$ cat config.mk
export PLATFORM = sky130hd
export DESIGN_NAME = kernel_ctrl
export DESIGN_NICKNAME = d
export VERILOG_FILES = /design/src/rtl/kernel_pkg.sv /design/src/rtl/kernel_timer.sv /design/src/rtl/kernel_ctrl.sv
export SDC_FILE = /design/constraint.sdc
export NUM_CORES = 1
export LEC_CHECK = 0
export BUFFER_PORTS_ARGS = -buffer_cell sky130_fd_sc_hd__clkbuf_2
export CORE_MARGIN = 3
export CORE_UTILIZATION = 52
export CTS_CLUSTER_DIAMETER = 50
export DETAILED_ROUTE_END_ITERATION = 12
export PLACE_DENSITY = 0.85
export SLEW_MARGIN = 25
export SYNTH_ARGS = -nofsm -noshare
export SYNTH_HDL_FRONTEND = slang
export SYNTH_SLANG_ARGS = --single-unit
$ cat constraint.sdc
create_clock -name clk -period 2.1 [get_ports clk]
set_clock_uncertainty 0.15 [all_clocks]
set_input_delay 0 -clock clk [delete_from_list [all_inputs] [get_ports clk]]
set_output_delay 0 -clock clk [all_outputs]
set_load 0.01 [all_outputs]
$ cat src/rtl/kernel_pkg.sv
// Shared types and constants for the Gaussian-kernel sequencing controller.
package kernel_pkg;

    localparam int          MAX_KERNAL_DEFAULT = 7;
    localparam int unsigned KS_MIN             = 3;

    typedef enum logic [2:0] {
        ST_EMPTY,
        ST_READY,
        ST_DRAIN,
        ST_LAUNCH,
        ST_BUILD
    } kctrl_state_t;

    typedef enum logic [1:0] {
        KERR_NONE,
        KERR_BAD_CFG,
        KERR_GEN,
        KERR_TIMEOUT
    } kerr_t;

    // Kernels are odd, non-degenerate squares with a non-zero sigma.
    function automatic logic cfg_ok(input logic [2:0] sigma, input int unsigned size,
                                    input int unsigned max_k);
        return (sigma != 3'd0) && size[0] && (size >= KS_MIN) && (size <= max_k);
    endfunction

endpackage

$ cat src/rtl/kernel_timer.sv
// Clearable build-watchdog counter; expired is high during the last allowed BUILD cycle,
// so the owning FSM leaves BUILD exactly LIMIT edges after it entered.
module kernel_timer #(
    parameter int LIMIT = 255,
    parameter int TW    = $clog2(LIMIT + 1)
) (
    input  logic clk,
    input  logic rst,
    input  logic clr,
    input  logic en,
    output logic expired
);

    logic [TW-1:0] count;

    always_ff @(posedge clk) begin
        if (rst || clr) begin
            count <= '0;
        end else if (en && count != TW'(LIMIT)) begin
            count <= count + 1'b1;
        end
    end

    assign expired = en && (count == TW'(LIMIT - 1));

endmodule

$ cat src/rtl/kernel_ctrl.sv
// Sequencer for the CreateKernel generator: validates/caches configs, drains the consumer,
// launches the generator and supervises done/err/timeout. All outputs registered or state-decoded.
module kernel_ctrl
    import kernel_pkg::*;
#(
    parameter int MAX_KERNAL     = MAX_KERNAL_DEFAULT,
    parameter int TIMEOUT_CYCLES = 255,
    parameter int SZW            = $clog2(MAX_KERNAL)
) (
    input  logic           clk,
    input  logic           rst,
    input  logic           cfg_valid,
    output logic           cfg_ready,
    input  logic [2:0]     cfg_sigma,
    input  logic [SZW-1:0] cfg_size,
    output logic           cfg_done,
    output logic [1:0]     err_code,
    input  logic           conv_busy,
    output logic           kernel_valid,
    output logic [2:0]     cur_sigma,
    output logic [SZW-1:0] cur_size,
    output logic           gen_start,
    output logic [2:0]     gen_sigma,
    output logic [SZW-1:0] gen_size,
    input  logic           gen_done,
    input  logic           gen_err
);

    kctrl_state_t state;
    kerr_t        err_q;
    logic         req_ok;
    logic         req_hit;
    logic         timer_expired;

    assign req_ok  = cfg_ok(cfg_sigma, 32'(cfg_size), MAX_KERNAL);
    assign req_hit = (state == ST_READY) && (cfg_sigma == cur_sigma) && (cfg_size == cur_size);

    kernel_timer #(.LIMIT(TIMEOUT_CYCLES)) u_timer (
        .clk     (clk),
        .rst     (rst),
        .clr     (state == ST_LAUNCH),
        .en      (state == ST_BUILD),
        .expired (timer_expired)
    );

    always_ff @(posedge clk) begin
        if (rst) begin
            state     <= ST_EMPTY;
            err_q     <= KERR_NONE;
            cfg_done  <= 1'b0;
            cur_sigma <= '0;
            cur_size  <= '0;
            gen_start <= 1'b0;
            gen_sigma <= '0;
            gen_size  <= '0;
        end else begin
            cfg_done  <= 1'b0;
            gen_start <= 1'b0;
            case (state)
                ST_EMPTY, ST_READY: begin
                    if (cfg_valid) begin
                        if (!req_ok) begin
                            err_q    <= KERR_BAD_CFG;
                            cfg_done <= 1'b1;
                        end else if (req_hit) begin
                            err_q    <= KERR_NONE;
                            cfg_done <= 1'b1;
                        end else begin
                            gen_sigma <= cfg_sigma;
                            gen_size  <= cfg_size;
                            state     <= ST_DRAIN;
                        end
                    end
                end
                ST_DRAIN: begin
                    if (!conv_busy) begin
                        state     <= ST_LAUNCH;
                        gen_start <= 1'b1;
                    end
                end
                ST_LAUNCH: state <= ST_BUILD;
                ST_BUILD: begin
                    // A done landing on the expiry cycle still counts as a completion.
                    if (gen_done) begin
                        cfg_done <= 1'b1;
                        if (gen_err) begin
                            err_q <= KERR_GEN;
                            state <= ST_EMPTY;
                        end else begin
                            err_q     <= KERR_NONE;
                            cur_sigma <= gen_sigma;
                            cur_size  <= gen_size;
                            state     <= ST_READY;
                        end
                    end else if (timer_expired) begin
                        err_q    <= KERR_TIMEOUT;
                        cfg_done <= 1'b1;
                        state    <= ST_EMPTY;
                    end
                end
                default: state <= ST_EMPTY;
            endcase
        end
    end

    assign cfg_ready    = (state == ST_EMPTY) || (state == ST_READY);
    assign kernel_valid = (state == ST_READY);
    assign err_code     = err_q;

endmodule
==> results by group, run 1 <==
Worst setup path
  • Critical Path RT: about 2.2 ns
  • Crit path DAT: around 2 ns
  • R2R depth: 4
  • Worst-path fanout max: 11
  • Setup Crit Path Kind: reg -> reg
  • Crit path capture type: flip-flop
  • Kind of start point of the critical path: flip-flop

Logic synthesis
  • Post-synth net total: between 150 and 200
  • Synth unique cells: 42
  • Multiplexer share of the synthesized area: a little under a tenth
  • XOR/XNOR share of the synthesized area: under 10%
  • Sequential share of the synthesized area: between 40 and 50%
  • Gate Count Post-Synth: about 140
  • Number of synthesized flops with an enable pin: 0
  • Compound-gate portion of the synthesized area: roughly a tenth
  • Post-Synth Adder-Cell Area: around 1.9%
  • Synth Flop Type: dfxtp_1
  • Post-synthesis register bit count: 27
  • Largest family of logic cells by synthesized area: simple AND/OR/NAND/NOR gates
  • Simple-gate share of the synthesized area: between 20% and 30%
  • Syn Std Cell Area: approximately 1300 um^2
  • FFs w/ async S/R, synth: 0%
  • Avg Inst Size Synth: between 9 and 10 um^2
  • Synth warn: 0

Clocking
  • Post-CTS Setup Repair Bufs: 0
  • Root Buffer: clkbuf_4
  • CTS buffer count: 3
  • Worst-Skew Late Latency: roughly 0.31 ns
  • Clock transition at path regs: between 0.1 and 0.15 ns
  • Cts repair resizes: 0
  • CTS tree: built
  • Post-CTS Hold Fix Bufs: 10
  • Clock sinks: 27
  • CTS Buffer Depth: 2
  • CTS H-Tree Depth: 1

Floorplan
  • Starting density of the core: between 50% and 60%
  • Die X: about 56 um
  • Row Count: 17
  • Die height: between 50 and 60 um
  • Die ar.: 3170 um^2
  • I/O Pins: 30
  • Core area: about 2300 um^2

Finish
  • Final cell count without fillers: 207
  • Most frequent cells in the layout: 29 x clkbuf_2, 27 x dfxtp_1, 23 x nor2_1, 12 x mux2i_1, 10 x dlygate4sd3_1
  • Filler instances: 182
  • Area Overhead vs Synth: 20.1%
  • Final nets: between 150 and 200
  • # diodes: 0
  • Commonest non-fill, non-tap cell in the layout: clkbuf_2
  • Ratio of cells with drive above 1 in the final layout: 22.9%
  • Design Area, Final: ~1600 um^2

Place
  • PortBufs: 29
  • Cells after DPL: about 190
  • Area post-placement: 1460 um^2
  • GPL Wtd Cong: 0.824
  • DP Worst Slack: between 0.15 and 0.2 ns
  • Post-DP HPWL: roughly 2100 um

STA
  • Crit share post-route: 91.3%
  • Max_slew headroom: slightly above 70%
  • Final Hold Fails: 0
  • Tmin final: around 1.9 ns
  • Final setup viols: 0
  • Fmax: approximately 0.52 GHz
  • RSZ-0062 raised after global routing: no
  • Transition time of the tightest slew-check pin: 0.424 ns
  • Setup TNS: 0 ns
  • Setup WS post-layout: roughly 0.18 ns
  • Max Slew Vio Count: 0

Detailed routing
  • DRC: 0
  • Vias per Instance: 5.60
  • Routed WL per cell: about 14 um
  • Initial DRC count: 22
  • Drt first pass iters: 4
  • Post-Route WL: 2820 um
  • ANT nets after route: 0
  • Via count: 1159

Global route
  • Initial antenna violation count: 0
  • Total GRT Usage: 18.9%
  • Global-route wire length before repair: 5000 um
  • GRT Residual Overflow: 0
  • Vias in the first global route: ~1200
  • Largest net degree at the start of global routing: 23

Pwr
  • Cell Pwr Density: 547 nW/um^2
  • Leak: 0.700 nW
  • Total Power: about 0.87 mW
  • Max VDD drop: approximately 0.00038 V

Hold path
  • Hold Crit Class: in -> reg
  • Hold depth: 4

Flow run
  • Max cap viols: 0

Run status
  • Outcome: finished, final reports clean
==> path summary, 6_finish.rpt <==
path                                   from  slack (ns)           end
worst min register to register  err_code[0]        0.37   err_code[0]
worst min-delay path                gen_err       0.008      state[0]
worst max-delay path               state[2]        0.18  cur_sigma[2]
worst max register to register     state[2]        0.18  cur_sigma[2]
==> flip-flops by register name (all words and copies together) (netlist names) <==
signal         flops
gen_start          1
cur_sigma          3
state              3
cfg_done           1
cur_size           3
gen_sigma          3
u_timer.count      8
gen_size           3
err_code           2
==> synthesized netlist by cell type, types with 2 or more instances <==
cell type / count / area [um^2]
a21oi_1: 5 / 25.0
and2_1: 2 / 12.5
and3_1: 3 / 18.8
buf_2: 2 / 10.0
dfxtp_1: 27 / 541
ha_1: 2 / 25.0
inv_1: 3 / 11.3
mux2i_1: 12 / 120
nand2_1: 5 / 18.8
nand2b_1: 3 / 18.8
nand3_1: 4 / 20.0
nand4_1: 5 / 31.3
nor2_1: 23 / 86.3
nor3_1: 4 / 20.0
o211ai_1: 2 / 15.0
o21ai_0: 2 / 10.0
o21ai_2: 2 / 17.5
xnor2_1: 7 / 61.3
xor2_1: 6 / 52.6
==> worst max-delay path, cell delays in order, from the launching register on <==
cell and delay (ns):
dfxtp_1 0.54, or3b_4 0.46, or2_1 0.39, mux2i_1 0.22, nor2_1 0.06
==> stage by stage <==
| stage | hold WS, ns | utilization (%) |
|---|---|---|
| 3_3_place_gp | 0.127 | 63.4 |
| 2_1_floorplan | -0.00606 | - |
| 6_report | 0.00770 | 68.9 |
| 5_1_grt | 0.0393 | 68.9 |
| 3_5_place_dp | 0.141 | 63.4 |
| 4_1_cts | 0.00391 | 68.9 |
==> cell type report <==
cell class	instances	area, um^2	share of cell area, %
multi-input cells	106	724	45.8
flip-flops and latches	27	541	34.2
repair buffers	39	245	15.5
well taps	28	35.0	2.21
clock buffers	4	26.3	1.66
inverters	3	11.3	0.711
==> routing by layer <==
layer | global-route usage [%] | part of all wire (%)
met1 | 23.5 | 44
met2 | 34.2 | 50
met3 | 3.22 | 4.8
met4 | 3.73 | 0.64
met5 | 0 | 0
==> cell families (layout without fill, tap and decap cells) <==
| group | count (synthesis) | after routing |
|---|---|---|
| mux | 12 | 12 |
| xor+xnor | 13 | 13 |
| flops | 27 | 27 |
| simple gates | 61 | 61 |
| buf+inv | 9 | 46 |
| fa+ha+maj | 2 | 2 |
| compound gates | 18 | 18 |
==> where the power goes <==
group	internal, mW	total, mW	switching [mW]
Combinational	0.0514	0.108	0.0563
Clock	0.0742	0.222	0.147
Sequential	0.524	0.537	0.0122
Total	0.650	0.866	0.216
Power figures use the tool's default switching activity.
==> inputs of run 2 (changes only) <==
clock period = 2 ns   (was 2.1 ns; I/O delays follow)
==> run 2 against run 1 <==
- hold slack better by 0.015 ns
- design area is 1.2% higher
- global-route usage is 1.1 points higher
- die area stayed put
- sequential power is 4.8% higher
- critical path depth stayed put
- critical path type unchanged
- highest routed layer unchanged
==> results by group, run 2 (synthesized netlist as in run 1, its figures left out) <==
Detailed routing
  • Vias per Instance: 5.72 (was 5.60)
  • Post-Route WL: 3020 um (was 2820 um)
  • Via count: 1195 (was 1159)
  • Initial DRC count: 50 (was 22)
  • Routed WL per cell: 14.4 um (was 13.6 um)
  • DRC: 0 (unchanged)
  • Drt first pass iters: 4 (unchanged)
  • ANT nets after route: 0 (unchanged)

Worst setup path
  • Crit path DAT: 1.94 ns (was 1.98 ns)
  • Setup Crit Path Kind: reg -> reg (unchanged)
  • Worst R2R Setup Slack: 0.14 ns (was 0.18 ns)
  • Critical Path RT: 2.08 ns (was 2.16 ns)
  • Worst R2R End: cur_size[2] (was cur_sigma[2])
  • R2R depth: 4 (unchanged)
  • Kind of start point of the critical path: flip-flop (unchanged)
  • Worst-path fanout max: 11 (unchanged)
  • RR Startpoint: state[1] (was state[2])
  • Crit path capture type: flip-flop (unchanged)

STA
  • Tmin final: 1.86 ns (was 1.92 ns)
  • Max_slew headroom: 71.2% (was 71.7%)
  • Final setup viols: 0 (unchanged)
  • Transition time of the tightest slew-check pin: 0.432 ns (was 0.424 ns)
  • Fmax: 0.538 GHz (was 0.521 GHz)
  • Max Slew Vio Count: 0 (unchanged)
  • Setup TNS: 0 ns (unchanged)
  • Setup WS post-layout: 0.140 ns (was 0.182 ns)
  • Crit share post-route: 93.0% (was 91.3%)
  • Final Hold Fails: 0 (unchanged)
  • RSZ-0062 raised after global routing: no (unchanged)

Finish
  • # diodes: 0 (unchanged)
  • Final nets: 196 (was 194)
  • Largest register FFs: 8 (unchanged)
  • Design Area, Final: 1600 um^2 (was 1580 um^2)
  • Area Overhead vs Synth: 21.6% (was 20.1%)
  • Biggest register: u_timer.count (unchanged)
  • Ratio of cells with drive above 1 in the final layout: 23.8% (was 22.9%)
  • Most frequent cells in the layout: 29 x clkbuf_2, 27 x dfxtp_1, 23 x nor2_1, 12 x mux2i_1, 11 x dlygate4sd3_1 (was 29 x clkbuf_2, 27 x dfxtp_1, 23 x nor2_1, 12 x mux2i_1, 10 x dlygate4sd3_1)
  • Commonest non-fill, non-tap cell in the layout: clkbuf_2 (unchanged)
  • Final cell count without fillers: 209 (was 207)

Pwr
  • Max VDD drop: 0.000390 V (was 0.000382 V)
  • Combinational power share: 12.6% (was 12.4%)
  • Leak: 0.713 nW (was 0.700 nW)
  • Cell Pwr Density: 575 nW/um^2 (was 547 nW/um^2)
  • Switch share: 26.0% (was 25.0%)
  • Clock Power Share: 26.2% (was 25.6%)
  • Switching Power: 0.239 mW (was 0.216 mW)
  • Flop pwr share: 61.2% (was 62.0%)
  • Internal power: 0.681 mW (was 0.650 mW)

Run status
  • Outcome: finished, final reports clean (unchanged)

Clocking
  • Cts repair resizes: 0 (unchanged)
  • Worst-Skew Late Latency: 0.33 ns (was 0.31 ns)
  • CTS tree: built (unchanged)
  • Root Buffer: clkbuf_4 (unchanged)
  • Clock transition at path regs: 0.14 ns (about the same)
  • CTS Buffer Depth: 2 (unchanged)
  • Clock sinks: 27 (unchanged)
  • CTS buffer count: 3 (unchanged)
  • CTS H-Tree Depth: 1 (unchanged)

Global route
  • Global-route wire length before repair: 5130 um (was 5000 um)
  • Largest net degree at the start of global routing: 23 (unchanged)
  • GRT Residual Overflow: 0 (unchanged)
  • Total GRT Usage: 20.0% (was 18.9%)
  • Vias in the first global route: 1201 (was 1152)
  • Initial antenna violation count: 0 (unchanged)

Hold path
  • Hold depth: 4 (unchanged)
  • Hold endpoint: err_code[0] (was state[0])
  • Hold Crit Class: in -> reg (unchanged)
  • Hold path startpoint: cfg_size[0] (was gen_err)

Place
  • DP Worst Slack: 0.159 ns (was 0.200 ns)
  • Area post-placement: 1460 um^2 (about the same)
  • GPL Wtd Cong: 0.851 (was 0.824)
  • Post-DP HPWL: 2210 um (was 2120 um)
  • Cells after DPL: 194 (was 193)
  • PortBufs: 29 (unchanged)

Floorplan
  • Die ar.: 3170 um^2 (unchanged)
  • I/O Pins: 30 (unchanged)
  • Starting density of the core: 57.4% (unchanged)
  • Die X: 56.3 um (unchanged)
  • Die height: 56.3 um (unchanged)
  • Core area: 2300 um^2 (unchanged)
  • Row Count: 17 (unchanged)

Flow run
  • Max cap viols: 0 (unchanged)
[run 2: layout make-up]
cell class	count	area, um^2
Timing Repair Buffer	41	263
Sequential cell	27	541
Tap cell	28	35.0
Clock inverter	1	5.00
Fill cell	182	696
Inverter	3	11.3
Multi-Input combinational cell	106	724
Clock buffer	3	22.5
[run 2: worst max-delay path by stage]
stage | start | end | slack, ns | cells after the start
floorplan | state[0] | cur_sigma[0] | 0.40 | 5
global placement | state[1] | cur_sigma[0] | 0.24 | 4
detailed placement | state[1] | cur_size[0] | 0.16 | 4
CTS | state[1] | cur_size[0] | 0.11 | 4
global route | state[1] | cur_sigma[1] | 0.04 | 4
finish | state[1] | cur_size[2] | 0.14 | 4
[run 2: power by group through the flow]
stage / combinational (mW) / clock (mW) / sequential [mW]
2_1_floorplan: 0.0597 / 0 / 0.574
3_3_place_gp: 0.0957 / 0 / 0.574
3_5_place_dp: 0.0990 / 0 / 0.575
4_1_cts: 0.115 / 0.247 / 0.563
5_1_grt: 0.127 / 0.265 / 0.565
6_report: 0.116 / 0.241 / 0.563
[run 2: stage by stage]
step	hold slack (ns)	utilization, %	power, mW
2_1_floorplan	-0.00606	-	0.634
3_3_place_gp	0.128	63.7	0.669
3_5_place_dp	0.135	63.7	0.674
4_1_cts	0.00966	69.7	0.925
5_1_grt	0.0860	69.7	0.956
6_report	0.0228	69.7	0.920
[run 2: worst max-delay path, stage by stage (launching register included)]
cell	delay, ns
dfxtp_1	0.47
or3b_4	0.46
or2_1	0.40
mux2i_1	0.23
nor2_1	0.05
[run 2: routing by layer]
| metal | share of wire (%) | global-route usage, % | wire length, um | up-vias |
|---|---|---|---|---|
| li1 | - | - | - | 574 |
| met1 | 43 | 23.9 | 1310 | 569 |
| met2 | 49 | 33.4 | 1480 | 43 |
| met3 | 5.0 | 4.14 | 150 | 9 |
| met4 | 2.5 | 10.5 | 76 | 0 |
| met5 | 0 | 0 | 0 | - |
[run 2: timing repair]
item | CTS | global route
hold buffers | 11 | 0
endpoints found under the hold margin | 17 | 0
buffers inserted | 0 | 0
==> inputs of run 3 (changes only) <==
REMOVE_ABC_BUFFERS = 1   (was unset)
==> run 3 against run 2 <==
- via count down 5.4%
- fmax up 1.2%
- clock-buffer cell count up 1
- non-clock buffer count down 1
- cell count down 0.48%
- core utilization down 0.49 points
- combinational power down 3%
- sequential power about the same
- hold slack worse by 0.00089 ns
- critical endpoint is now cur_sigma[2]
==> results by group, run 3 (synthesized netlist as in run 1, its figures left out) <==
Worst setup path
  • Crit path DAT: 1.89 ns (was 1.94 ns)
  • Worst R2R Setup Slack: 0.16 ns (was 0.14 ns)
  • R2R depth: 4 (unchanged)
  • Kind of start point of the critical path: flip-flop (unchanged)
  • Worst-path fanout max: 11 (unchanged)
  • Crit path capture type: flip-flop (unchanged)
  • Setup Crit Path Kind: reg -> reg (unchanged)
  • Worst R2R End: cur_sigma[2] (was cur_size[2])
  • Critical Path RT: 2.05 ns (was 2.08 ns)
  • RR Startpoint: state[1] (unchanged)

Global route
  • Largest net degree at the start of global routing: 23 (unchanged)
  • Met2 usage: 33.1% (was 33.4%)
  • Initial antenna violation count: 0 (unchanged)
  • GRT Residual Overflow: 0 (unchanged)
  • Met1 usage: 21.3% (was 23.9%)
  • Global-route wire length before repair: 4690 um (was 5130 um)
  • Total GRT Usage: 17.6% (was 20.0%)
  • Vias in the first global route: 1087 (was 1201)
  • Met3 Use GR: 2.53% (was 4.14%)
  • Busiest grt layer: met2 (unchanged)

Detailed routing
  • Routed WL per cell: 13.2 um (was 14.4 um)
  • Vias per Instance: 5.44 (was 5.72)
  • ANT nets after route: 0 (unchanged)
  • Post-Route WL: 2740 um (was 3020 um)
  • Drt first pass iters: 4 (unchanged)
  • Initial DRC count: 26 (was 50)
  • Via count: 1131 (was 1195)
  • DRC: 0 (unchanged)

Clocking
  • Post-CTS Hold Fix Bufs: 10 (was 11)
  • Post-CTS Setup Repair Bufs: 0 (unchanged)
  • CTS buffer count: 3 (unchanged)
  • Clock sinks: 27 (unchanged)
  • Worst-Skew Late Latency: 0.31 ns (was 0.33 ns)
  • Root Buffer: clkbuf_4 (unchanged)
  • Cts repair resizes: 0 (unchanged)
  • Clock transition at path regs: 0.13 ns (was 0.14 ns)
  • CTS tree: built (unchanged)
  • CTS H-Tree Depth: 1 (unchanged)
  • CTS Buffer Depth: 2 (unchanged)

Finish
  • # diodes: 0 (unchanged)
  • Final nets: 195 (was 196)
  • Area Overhead vs Synth: 20.7% (was 21.6%)
  • Most frequent cells in the layout: 29 x clkbuf_2, 27 x dfxtp_1, 23 x nor2_1, 12 x mux2i_1, 10 x dlygate4sd3_1 (was 29 x clkbuf_2, 27 x dfxtp_1, 23 x nor2_1, 12 x mux2i_1, 11 x dlygate4sd3_1)
  • Commonest non-fill, non-tap cell in the layout: clkbuf_2 (unchanged)
  • Ratio of cells with drive above 1 in the final layout: 23.3% (was 23.8%)
  • Biggest register: u_timer.count (unchanged)
  • Largest register FFs: 8 (unchanged)

Place
  • DP Worst Slack: 0.173 ns (was 0.159 ns)
  • Post-DP HPWL: 2060 um (was 2210 um)
  • PortBufs: 29 (unchanged)
  • GPL Wtd Cong: 0.879 (was 0.851)

Flow run
  • Max cap viols: 0 (unchanged)

Pwr
  • Leak: 0.706 nW (was 0.713 nW)
  • Total Power: 0.897 mW (was 0.920 mW)
  • Max VDD drop: 0.000408 V (was 0.000390 V)
  • Cell Pwr Density: 564 nW/um^2 (was 575 nW/um^2)

Floorplan
  • Die height: 56.3 um (unchanged)
  • Starting density of the core: 57.4% (unchanged)
  • Core area: 2300 um^2 (unchanged)
  • Die ar.: 3170 um^2 (unchanged)
  • Row Count: 17 (unchanged)
  • I/O Pins: 30 (unchanged)
  • Die X: 56.3 um (unchanged)

Hold path
  • Hold depth: 4 (unchanged)
  • Hold endpoint: err_code[0] (unchanged)
  • Hold path startpoint: cfg_size[0] (unchanged)
  • Hold Crit Class: in -> reg (unchanged)

STA
  • Max Slew Vio Count: 0 (unchanged)
  • RSZ-0062 raised after global routing: no (unchanged)
  • Setup WS post-layout: 0.162 ns (was 0.140 ns)
  • Transition time of the tightest slew-check pin: 0.425 ns (was 0.432 ns)
  • Final Hold Fails: 0 (unchanged)
  • Setup TNS: 0 ns (unchanged)
  • Fmax: 0.544 GHz (was 0.538 GHz)
  • Final setup viols: 0 (unchanged)
  • Crit share post-route: 91.9% (was 93.0%)
  • Max_slew headroom: 71.6% (was 71.2%)
  • Tmin final: 1.84 ns (was 1.86 ns)

Run status
  • Outcome: finished, final reports clean (unchanged)
[run 3: changes by cell type in the layout (fill, tap and decap cells not counted), sizes merged]
cell,delta
dlygate4sd3,-1
clkinv,-1
clkbuf,+1
[run 3: worst max-delay path, cell delays in order, from the launching register on]
cell     delay, ns
dfxtp_1       0.46
or3b_4        0.46
or2_1         0.39
mux2i_1       0.22
nor2_1        0.06
[run 3: layout make-up]
cell class / count / area, um^2
Fill cell: 185 / 707
Sequential cell: 27 / 541
Timing Repair Buffer: 40 / 253
Tap cell: 28 / 35.0
Multi-Input combinational cell: 106 / 724
Clock buffer: 4 / 26.3
Inverter: 3 / 11.3
[run 3: metal layers]
layer / share of wire (%) / wire length [um]
met5: 0 / 0
met1: 45 / 1230
met2: 51 / 1380
met4: 0.58 / 16
met3: 3.8 / 104
[run 3: metrics by stage]
stage	utilization, %	hold WS (ns)	std cells	instance area [um^2]
global route	69.2	0.0255	208	1590
CTS	69.2	0.00490	208	1590
global placement	63.7	0.128	194	1460
detailed placement	63.7	0.128	194	1460
floorplan	-	-0.0809	136	1280
finish	69.2	0.0219	208	1590
[run 3: power breakdown]
| part | leakage, nW | switching (mW) | internal [mW] |
|---|---|---|---|
| combinational | 0.472 | 0.0578 | 0.0541 |
| sequential | 0.219 | 0.0123 | 0.550 |
| clock | 0.0150 | 0.145 | 0.0778 |
[run 3: worst max path at each step]
| stage | endpoint | cells after the start | slack, ns | from |
|---|---|---|---|---|
| after CTS | cur_sigma[2] | 4 | 0.15 | state[1] |
| after detailed placement | cur_sigma[2] | 4 | 0.17 | state[1] |
| after global routing | cur_sigma[2] | 4 | 0.09 | state[1] |
| final | cur_sigma[2] | 4 | 0.16 | state[1] |
| after floorplan | cur_sigma[0] | 4 | 0.27 | state[2] |
| after global placement | cur_sigma[2] | 4 | 0.26 | state[1] |
